[src/rtl/usb_tx_packetizer_pkg.sv]
// Shared USB transmit definitions: packet kinds, PID codes, SYNC pattern and CRC constants.
package usb_tx_packetizer_pkg;

    typedef enum logic [1:0] {
        PK_TOKEN     = 2'd0,
        PK_DATA      = 2'd1,
        PK_HANDSHAKE = 2'd2
    } usb_pkt_kind_t;

    localparam logic [3:0] PID_OUT   = 4'b0001;
    localparam logic [3:0] PID_IN    = 4'b1001;
    localparam logic [3:0] PID_DATA0 = 4'b0011;
    localparam logic [3:0] PID_DATA1 = 4'b1011;
    localparam logic [3:0] PID_ACK   = 4'b0010;
    localparam logic [3:0] PID_NAK   = 4'b1010;

    // Indexed by bit position in transmit order: seven zeros then a one.
    localparam logic [7:0]  SYNC_PATTERN  = 8'b1000_0000;
    localparam logic [4:0]  CRC5_POLY     = 5'b00101;
    localparam logic [15:0] CRC16_POLY    = 16'h8005;
    localparam logic [4:0]  CRC5_RESIDUE  = 5'b01100;
    localparam logic [15:0] CRC16_RESIDUE = 16'h800D;

    // The reserved encoding is sent as a handshake.
    function automatic logic [1:0] normalize_kind(input logic [1:0] kind);
        return (kind == 2'b11) ? PK_HANDSHAKE : kind;
    endfunction

endpackage

[src/rtl/usb_tx_packetizer_crc.sv]
// Bit-serial CRC register, MSB-first feedback, preset to all ones.
module usb_crc_serial #(
    parameter int                 WIDTH = 5,
    parameter logic [WIDTH-1:0]   POLY  = '0
) (
    input  logic             clock,
    input  logic             reset_n,
    input  logic             init,
    input  logic             enable,
    input  logic             bit_in,
    output logic [WIDTH-1:0] crc
);

    logic [WIDTH-1:0] r_crc;
    logic             w_fb;

    assign w_fb = bit_in ^ r_crc[WIDTH-1];

    always_ff @(posedge clock or negedge reset_n) begin
        if (!reset_n) begin
            r_crc <= '1;
        end else if (init) begin
            r_crc <= '1;
        end else if (enable) begin
            r_crc <= {r_crc[WIDTH-2:0], 1'b0} ^ (w_fb ? POLY : '0);
        end
    end

    assign crc = r_crc;

endmodule

[src/rtl/usb_tx_packetizer.sv]
// Host transmit serializer: SYNC, PID, token/data fields, CRC, then a 2-cycle EOP request.
module usb_tx_packetizer
    import usb_tx_packetizer_pkg::*;
#(
    parameter int DATA_BYTES = 8
) (
    input  logic                    clock,
    input  logic                    reset_n,
    input  logic                    start,
    input  logic [1:0]              pkt_kind,
    input  logic [3:0]              pid,
    input  logic [6:0]              addr,
    input  logic [3:0]              endp,
    input  logic [8*DATA_BYTES-1:0] payload,
    input  logic                    pause,
    output logic                    stream,
    output logic                    stream_valid,
    output logic                    eop,
    output logic                    busy,
    output logic                    done
);

    localparam int CW = $clog2(DATA_BYTES + 1);
    localparam int PW = 8 * DATA_BYTES;

    localparam logic [2:0] ST_IDLE  = 3'd0;
    localparam logic [2:0] ST_SYNC  = 3'd1;
    localparam logic [2:0] ST_PID   = 3'd2;
    localparam logic [2:0] ST_TOKEN = 3'd3;
    localparam logic [2:0] ST_DATA  = 3'd4;
    localparam logic [2:0] ST_CRC   = 3'd5;
    localparam logic [2:0] ST_EOP   = 3'd6;

    logic [2:0]    r_state;
    logic [2:0]    r_bit_idx;
    logic [CW-1:0] r_byte_cnt;
    logic [1:0]    r_kind;
    logic [7:0]    r_pid_byte;
    logic [PW-1:0] r_shift;
    logic          r_eop_cnt;
    logic          r_done;

    logic          w_start;
    logic          w_valid;
    logic          w_adv;
    logic          w_last;
    logic [2:0]    w_next_state;
    logic          w_stream;
    logic [3:0]    w_crc16_idx;
    logic [4:0]    w_crc5;
    logic [15:0]   w_crc16;
    logic [1:0]    w_kind_in;

    assign w_kind_in = normalize_kind(pkt_kind);
    // The done cycle is already IDLE, so r_done blocks a start arriving on it.
    assign w_start   = start && (r_state == ST_IDLE) && !r_done;
    assign w_valid   = (r_state == ST_SYNC) || (r_state == ST_PID) || (r_state == ST_TOKEN) ||
                       (r_state == ST_DATA) || (r_state == ST_CRC);
    assign w_adv     = w_valid && !pause;
    assign w_crc16_idx = {r_byte_cnt[0], r_bit_idx};

    always_comb begin
        w_last = 1'b0;
        case (r_state)
            ST_SYNC, ST_PID: w_last = (r_bit_idx == 3'd7);
            ST_TOKEN:        w_last = (r_byte_cnt == CW'(1)) && (r_bit_idx == 3'd2);
            ST_DATA:         w_last = (r_byte_cnt == CW'(DATA_BYTES - 1)) && (r_bit_idx == 3'd7);
            ST_CRC:          w_last = (r_kind == PK_TOKEN) ? (r_bit_idx == 3'd4)
                                    : ((r_byte_cnt == CW'(1)) && (r_bit_idx == 3'd7));
            default:         w_last = 1'b0;
        endcase
    end

    always_comb begin
        w_next_state = r_state;
        case (r_state)
            ST_SYNC:  w_next_state = ST_PID;
            ST_PID:   w_next_state = (r_kind == PK_TOKEN) ? ST_TOKEN
                                   : (r_kind == PK_DATA)  ? ST_DATA : ST_EOP;
            ST_TOKEN: w_next_state = ST_CRC;
            ST_DATA:  w_next_state = ST_CRC;
            ST_CRC:   w_next_state = ST_EOP;
            default:  w_next_state = r_state;
        endcase
    end

    always_ff @(posedge clock or negedge reset_n) begin
        if (!reset_n) begin
            r_state    <= ST_IDLE;
            r_bit_idx  <= '0;
            r_byte_cnt <= '0;
            r_kind     <= '0;
            r_pid_byte <= '0;
            r_shift    <= '0;
            r_eop_cnt  <= 1'b0;
            r_done     <= 1'b0;
        end else begin
            r_done <= 1'b0;
            if (w_start) begin
                r_state    <= ST_SYNC;
                r_bit_idx  <= '0;
                r_byte_cnt <= '0;
                r_kind     <= w_kind_in;
                r_pid_byte <= {~pid, pid};
                r_shift    <= (w_kind_in == PK_TOKEN) ? PW'({endp, addr}) : payload;
                r_eop_cnt  <= 1'b0;
            end else if (w_adv) begin
                if ((r_state == ST_TOKEN) || (r_state == ST_DATA)) begin
                    r_shift <= r_shift >> 1;
                end
                if (w_last) begin
                    r_state    <= w_next_state;
                    r_bit_idx  <= '0;
                    r_byte_cnt <= '0;
                end else begin
                    r_bit_idx <= r_bit_idx + 3'd1;
                    if (r_bit_idx == 3'd7) begin
                        r_byte_cnt <= r_byte_cnt + CW'(1);
                    end
                end
            end else if (r_state == ST_EOP) begin
                // Only the first EOP cycle waits out a trailing stuff bit.
                if (r_eop_cnt) begin
                    r_state   <= ST_IDLE;
                    r_eop_cnt <= 1'b0;
                    r_done    <= 1'b1;
                end else if (!pause) begin
                    r_eop_cnt <= 1'b1;
                end
            end
        end
    end

    always_comb begin
        w_stream = 1'b0;
        case (r_state)
            ST_SYNC:           w_stream = SYNC_PATTERN[r_bit_idx];
            ST_PID:            w_stream = r_pid_byte[r_bit_idx];
            ST_TOKEN, ST_DATA: w_stream = r_shift[0];
            ST_CRC:            w_stream = (r_kind == PK_TOKEN) ? ~w_crc5[3'd4 - r_bit_idx]
                                                               : ~w_crc16[4'd15 - w_crc16_idx];
            default:           w_stream = 1'b0;
        endcase
    end

    usb_crc_serial #(
        .WIDTH (5),
        .POLY  (CRC5_POLY)
    ) u_crc5 (
        .clock   (clock),
        .reset_n (reset_n),
        .init    (w_start),
        .enable  (w_adv && (r_state == ST_TOKEN)),
        .bit_in  (r_shift[0]),
        .crc     (w_crc5)
    );

    usb_crc_serial #(
        .WIDTH (16),
        .POLY  (CRC16_POLY)
    ) u_crc16 (
        .clock   (clock),
        .reset_n (reset_n),
        .init    (w_start),
        .enable  (w_adv && (r_state == ST_DATA)),
        .bit_in  (r_shift[0]),
        .crc     (w_crc16)
    );

    assign stream       = w_stream;
    assign stream_valid = w_valid;
    assign eop          = (r_state == ST_EOP) && (r_eop_cnt || !pause);
    assign busy         = (r_state != ST_IDLE);
    assign done         = r_done;

endmodule
[config.mk]
export PLATFORM = sky130hd
export DESIGN_NAME = usb_tx_packetizer
export DESIGN_NICKNAME = d
export VERILOG_FILES = /design/src/rtl/usb_tx_packetizer_pkg.sv /design/src/rtl/usb_tx_packetizer_crc.sv /design/src/rtl/usb_tx_packetizer.sv
export SDC_FILE = /design/constraint.sdc
export NUM_CORES = 1
export LEC_CHECK = 0
export ABC_AREA = 1
export BUFFER_PORTS_ARGS = -buffer_cell sky130_fd_sc_hd__buf_2
export CELL_PAD_IN_SITES_DETAIL_PLACEMENT = 1
export CELL_PAD_IN_SITES_GLOBAL_PLACEMENT = 1
export CORE_MARGIN = 2
export CORE_UTILIZATION = 40
export CTS_CLUSTER_DIAMETER = 80
export CTS_CLUSTER_SIZE = 28
export DETAILED_ROUTE_END_ITERATION = 6
export GPL_ROUTABILITY_DRIVEN = 0
export GPL_TIMING_DRIVEN = 1
export PLACE_DENSITY = 0.84
export RECOVER_POWER = 50
export SYNTH_ARGS = -nofsm -noshare
export SYNTH_HDL_FRONTEND = slang
export SYNTH_SLANG_ARGS = --single-unit
[constraint.sdc]
create_clock -name clock -period 5.17 [get_ports clock]
set_input_delay 0.2585 -clock clock [delete_from_list [all_inputs] [get_ports clock]]
set_output_delay 0.2585 -clock clock [all_outputs]
set_load 0.05 [all_outputs]
==> results.json, run 1 <==
{
  "max_freq_ghz": 0.296,
  "slew_headroom": -0.976,
  "max_cap_violations": 1,
  "finClkSkew_ns": 0.00892,
  "p_per_area_nw_per_um2": 577,
  "ant_nets": 0,
  "finalHoldViolCount": 0,
  "grt_pass1_vias": 5410,
  "r2r_start": "r_state[0]$_DFFE_PN0P_",
  "die_x_um": 123,
  "start_util": 0.409,
  "reg2reg_depth": 5,
  "hold_end": "r_shift[54]$_DFFE_PN0P_",
  "core_area_sq_um": 13900,
  "cts_resized": 0,
  "numPortBuffers": 89,
  "status": "finished with violations",
  "cts.path.max_buffers": 2,
  "crit_path_max_incr_delay_ns": 1.10,
  "synth.avg_cell_area_sq_um": 7.73,
  "holdPathStages": 3,
  "p_leak_uw": 0.00319,
  "cpLargestDelayFamily": "simple AND/OR/NAND/NOR gates",
  "synth_flop_cell": "dfrtp_1",
  "vias_per_cell": 5.31,
  "yosysWarnings": 0,
  "fin_ws_ns": 1.79,
  "hold_start": "payload[54]",
  "clock_latency_ns": 0.36,
  "setup_violations": 0,
  "root_buffer": "clkbuf_16",
  "drc_errors": 0,
  "min_period_over_period": 0.653,
  "grt_overflow_total": 0,
  "critPathArrivalTime_ns": 3.60,
  "slowest_stage": "nand3_2",
  "pre_cts_ws_ns": 2.18,
  "rsz0062_at_grt": "false",
  "fin_tns_setup_ns": 0,
  "routed_wl_um": 15600,
  "vdd_ir_drop_max_uv": 202,
  "synth_cells": 734,
  "dp_hpwl_um": 10600,
  "track_usage": 0.221,
  "cp-end-kind": "register",
  "die-area_sq_um": 15200,
  "hold_buffers": 1,
  "ys_top_cells_by_count": "197 x nand2_1, 86 x dfrtp_1, 68 x inv_1, 66 x nand3_1, 56 x nor2_1",
  "synthToLayoutAreaGrowth_pct": 13.4,
  "synth_nets": 826,
  "crit_buf_inv": 1,
  "cts-htree-levels": 3,
  "vias": 5206,
  "postCtsSetupBuffers": 0,
  "antenna_cells": 0,
  "drt_iter0_drc": 305,
  "final.min_clock_period_ns": 3.38,
  "cp_max_fo": 53,
  "cp.required_ns": 5.39,
  "fp-row-count": 43,
  "violations": "max-capacitance violations, max-slew violations",
  "holdCritPathClass": "input port to register",
  "synth_top_area_frac": 0.379,
  "total_power_uw": 3710,
  "rrSetupSlack_ns": 1.79,
  "clock_sinks": 107,
  "yosys-top-cells-area": "dfrtp_1 38%, nand2_1 13%, dfstp_2 9.7%, nand3_1 5.8%, o21ai_0 4.5%",
  "crit_chain": "nor2_1 -> nand3_1 -> nand3_2 -> buf_4 -> o21ai_0",
  "r2r-end": "r_shift[26]$_DFFE_PN0P_",
  "synth_edf_count": 0,
  "slew_violations": 56,
  "criticalPathCategory": "register to register",
  "async_flop_share": 1.00,
  "tritoncts": "built",
  "critPathLaunchType": "register",
  "tightest_slew_ns": 2.96,
  "drtPass1Iterations": 4,
  "fin_nets": 888,
  "ys_ff_latch": 107,
  "drive_gt1_frac": 0.170,
  "synth_seq_area_share": 0.477,
  "ys_types": 33,
  "cp-startpoint": "r_state[0]$_DFFE_PN0P_",
  "clk_pin_slew_worst_paths_ns": 0.07,
  "grt_max_degree": 60,
  "avgRoutedWirePerCell_um": 15.9,
  "numCtsBuffers": 9,
  "ios": 90,
  "die_h_um": 123,
  "antenna_found_initial": 0,
  "grt_first_pass_wirelength_um": 26400,
  "post-synth-top-count-cell": "nand2_1",
  "synth_area_sq_um": 5670,
  "yosysTopAreaCell": "dfrtp_1"
}
[stage by stage]
step / util / hold WS [ns] / cells / area, sq um
floorplan: - / -0.0371 / 734 / 5670
global placement: 0.443 / 0.337 / 964 / 6150
detailed placement: 0.443 / 0.358 / 964 / 6150
CTS: 0.465 / 0.104 / 981 / 6450
global route: 0.463 / 0.107 / 981 / 6430
finish: 0.463 / 0.104 / 981 / 6430
[placed cells by master (no fill, tap or decap), types with 2 or more instances in the layout]
master       n
xor2_1       3
nand2_1    197
clkbuf_16    9
o211ai_1    25
inv_2        3
clkbuf_1     4
buf_4        5
clkinv_1     3
clkinv_2     2
o21ai_0     51
nor2_1      57
a31oi_1     13
dfrtp_1     86
xnor2_1      3
a21oi_1     14
o21a_1       3
buf_2       86
o21ai_1     27
inv_1       68
dfstp_2     21
nor3_1      11
ha_1         7
nand3_1     67
nand4_1     23
nor2_2       2
o21ai_2      2
[metal layers]
layer,share of wire,GRT usage,wire length [um],vias to the layer above
met1,0.44,0.281,6840,2572
met2,0.51,0.381,7980,79
met5,0,0,0,-
met4,0.020,0.0781,311,0
met3,0.030,0.0355,461,26
li1,-,-,-,2529
[kinds of logic (layout without fill, tap and decap cells)]
| family | after synthesis | in the layout | share of synthesized area |
|---|---|---|---|
| AO/OA/AOI/OAI | 137 | 137 | 0.138 |
| XOR/XNOR | 6 | 6 | 0.00926 |
| adder cells (fa/ha/maj) | 7 | 7 | 0.0154 |
| buffers and inverters | 118 | 185 | 0.0913 |
| flip-flops | 107 | 107 | 0.477 |
| AND/OR/NAND/NOR | 359 | 359 | 0.269 |
[report_power, final]
part | internal [uW] | switching [uW] | leakage, uW
registers | 1200 | 221 | 0.00130
clock network | 387 | 314 | 0.000147
logic | 502 | 1080 | 0.00174
total | 2090 | 1620 | 0.00319
[registers in the layout, summed over array words and instances, names as in the netlist]
signal       flops
r_bit_idx        3
done             1
r_eop_cnt        1
r_kind           2
u_crc5.crc       5
r_state          3
r_byte_cnt       4
r_shift         64
u_crc16.crc     16
r_pid_byte       8
[area by class of cell]
cell class	instances	area (sq um)
timing repair buffer	95	489
fill	1761	7450
inverter	74	280
sequential	107	2700
tap	180	225
clock inverter	5	52.6
multi-input combinational	509	2440
clock buffer	11	243
[worst max path at each step]
stage / to / cells after the start / slack, ns
final: r_shift[26]$_DFFE_PN0P_ / 5 / 1.79
after global routing: r_shift[35]$_DFFE_PN0P_ / 3 / 1.22
after CTS: stream / 11 / 1.93
after detailed placement: r_shift[12]$_DFFE_PN0P_ / 9 / 2.18
after global placement: r_shift[13]$_DFFE_PN0P_ / 9 / 2.35
after floorplan: stream / 8 / 3.13
[tightest hold or removal path: stages]
cell and delay [ns]:
buf_2 0.07, nand2_1 0.04, nand3_1 0.05
Note: power is estimated with default switching activity, not from simulation.
==> inputs of run 2 (changes only) <==
CORE_UTILIZATION = 38   (was 40)
clock period = 2.9 ns   (was 5.17 ns; I/O delays follow)
==> run 2 against run 1 <==
Compared with the run above:
- the flow now finishes without violations
- count of clock-buffer cells in the layout shrank 1
- sequential power increased by 76%
- highest routed layer unchanged
- setup slack worse by 1.5 ns
- critical endpoint is now stream
- clock power increased by 84%
- via count is 2.4% lower
- utilization shrank 0.71 points
- combinational power increased by 81%
- sequential share of layout area fell by 1.3 points
- global-route usage down 2.4 points
- non-clock buffer count is 18 higher
- critical path type is now register to primary output
==> results.json, run 2 (synthesis results as in run 1) <==
{
  "die-area_sq_um": 15900,
  "p_sw_uw": 2880,
  "vias": 5083,
  "cts-htree-levels": 3,
  "tightest_slew_ns": 1.36,
  "final-instance-count-excl-fill": 1003,
  "cp-end-kind": "primary output",
  "max_cap_violations": 0,
  "final_area_sq_um": 6630,
  "criticalPathCategory": "register to primary output",
  "ios": 90,
  "antenna_cells": 0,
  "finalHoldViolCount": 0,
  "max_flop_register": "r_shift",
  "largest_register_ffs": 64,
  "seqPwrFrac": 0.376,
  "hold_buffers": 11,
  "fin_tns_setup_ns": 0,
  "finClkSkew_ns": 0.0104,
  "max_freq_ghz": 0.390,
  "postCtsSetupBuffers": 0,
  "critPathArrivalTime_ns": 2.42,
  "root_buffer": "clkbuf_16",
  "grt_max_degree": 87,
  "p_sw_frac": 0.431,
  "tritoncts": "built",
  "vdd_ir_drop_max_uv": 411,
  "holdCritPathClass": "input port to register",
  "p_leak_uw": 0.00328,
  "setup_violations": 0,
  "placed_cell_area_sq_um": 6220,
  "grt_pass1_vias": 5251,
  "drt_iter0_drc": 252,
  "drive_gt1_frac": 0.179,
  "layout_commonest_cell": "nand2_1",
  "synthToLayoutAreaGrowth_pct": 16.9,
  "vias_per_cell": 5.07,
  "core_area_sq_um": 14500,
  "numPortBuffers": 89,
  "post-place-cells": 976,
  "fin_nets": 906,
  "rsz0062_at_grt": "false",
  "clock_sinks": 107,
  "pwr-share-clk": 0.194,
  "ant_nets": 0,
  "cts.path.max_buffers": 2,
  "status": "completed",
  "combPwrFrac": 0.430,
  "die_h_um": 126,
  "grt_first_pass_wirelength_um": 25500,
  "cts_resized": 0,
  "numCtsBuffers": 9,
  "cp.required_ns": 2.76,
  "antenna_found_initial": 1,
  "start_util": 0.390,
  "fp-row-count": 44,
  "critPathLaunchType": "register",
  "cp_max_fo": 9,
  "drtPass1Iterations": 4,
  "grt_overflow_total": 0,
  "slew_headroom": 0.0953,
  "min_period_over_period": 0.884,
  "clk_pin_slew_worst_paths_ns": 0.07,
  "drc_errors": 0,
  "dp_hpwl_um": 10100,
  "slew_violations": 0,
  "mostFrequentLayoutCells": "197 x nand2_1, 87 x buf_2, 86 x dfrtp_1",
  "internal_power_uw": 3790,
  "routed_wl_um": 15000,
  "p_per_area_nw_per_um2": 1010,
  "avgRoutedWirePerCell_um": 15.0,
  "final.min_clock_period_ns": 2.56,
  "die_x_um": 126,
  "clock_latency_ns": 0.36,
  "track_usage": 0.196
}
[run 2: cell count changes in the layout (fill, tap and decap cells not counted), sizes merged]
cell         delta
dlygate4sd3    +10
clkbuf          +1
buf             +6
inv             +3
clkinv          -2
[run 2: metal layers]
metal | GRT usage | vias up | share of wire
met5 | 0 | - | 0
met4 | 0.0485 | 0 | 0.012
li1 | - | 2574 | -
met2 | 0.332 | 59 | 0.49
met3 | 0.0510 | 15 | 0.035
met1 | 0.252 | 2435 | 0.47
[run 2: worst max-delay path, stage by stage (launching register included)]
cell      delay (ns)
dfrtp_1         0.53
clkinv_1        0.30
ha_1            0.37
inv_1           0.07
nand3_1         0.08
o21ai_0         0.09
nand2_1         0.07
nand2_1         0.05
a21oi_1         0.12
nand2_1         0.06
nand2_1         0.07
buf_2           0.26
[run 2: stage by stage]
step / util / setup slack [ns] / power (uW) / hold slack [ns]
floorplan: - / 0.976 / 4700 / -0.151
global placement: 0.428 / 0.782 / 5270 / 0.238
detailed placement: 0.428 / 0.687 / 5400 / 0.233
CTS: 0.457 / 0.318 / 6750 / 0.000457
global route: 0.456 / 0.0552 / 7270 / 0.00211
finish: 0.456 / 0.337 / 6670 / 0.0101
[run 2: power groups by stage]
stage                     clock network (uW)  logic (uW)  registers [uW]
final                                   1290        2870            2510
after global routing                    1390        3300            2580
after CTS                               1340        2900            2510
after detailed placement                   0        2870            2530
after global placement                     0        2770            2500
after floorplan                            0        2300            2400
[run 2: final timing paths]
| kind | from | end | slack (ns) | cells after the start |
|---|---|---|---|---|
| worst min register to register | r_pid_byte[5]$_DFFE_PN0N_ | r_pid_byte[5]$_DFFE_PN0N_ | 0.50 | 1 |
| worst min-delay path | payload[46] | r_shift[46]$_DFFE_PN0P_ | 0.01 | 3 |
| min in group asynchronous | reset_n | r_state[1]$_DFFE_PN0P_ | 0.63 | 2 |
| worst max register to register | r_bit_idx[1]$_DFFE_PN0P_ | r_state[2]$_DFFE_PN0P_ | 0.68 | 12 |
| worst max-delay path | r_bit_idx[1]$_DFFE_PN0P_ | stream | 0.34 | 11 |
| max in group asynchronous | reset_n | r_shift[4]$_DFFE_PN0P_ | 0.68 | 3 |
[run 2: area by class of cell]
| cell class | instances | area [sq um] |
|---|---|---|
| fillers | 1857 | 7900 |
| inverters | 74 | 280 |
| clock inverters | 6 | 83.8 |
| clock buffers | 10 | 229 |
| well taps | 184 | 230 |
| multi-input cells | 509 | 2450 |
| flip-flops and latches | 107 | 2700 |
| repair buffers | 113 | 654 |
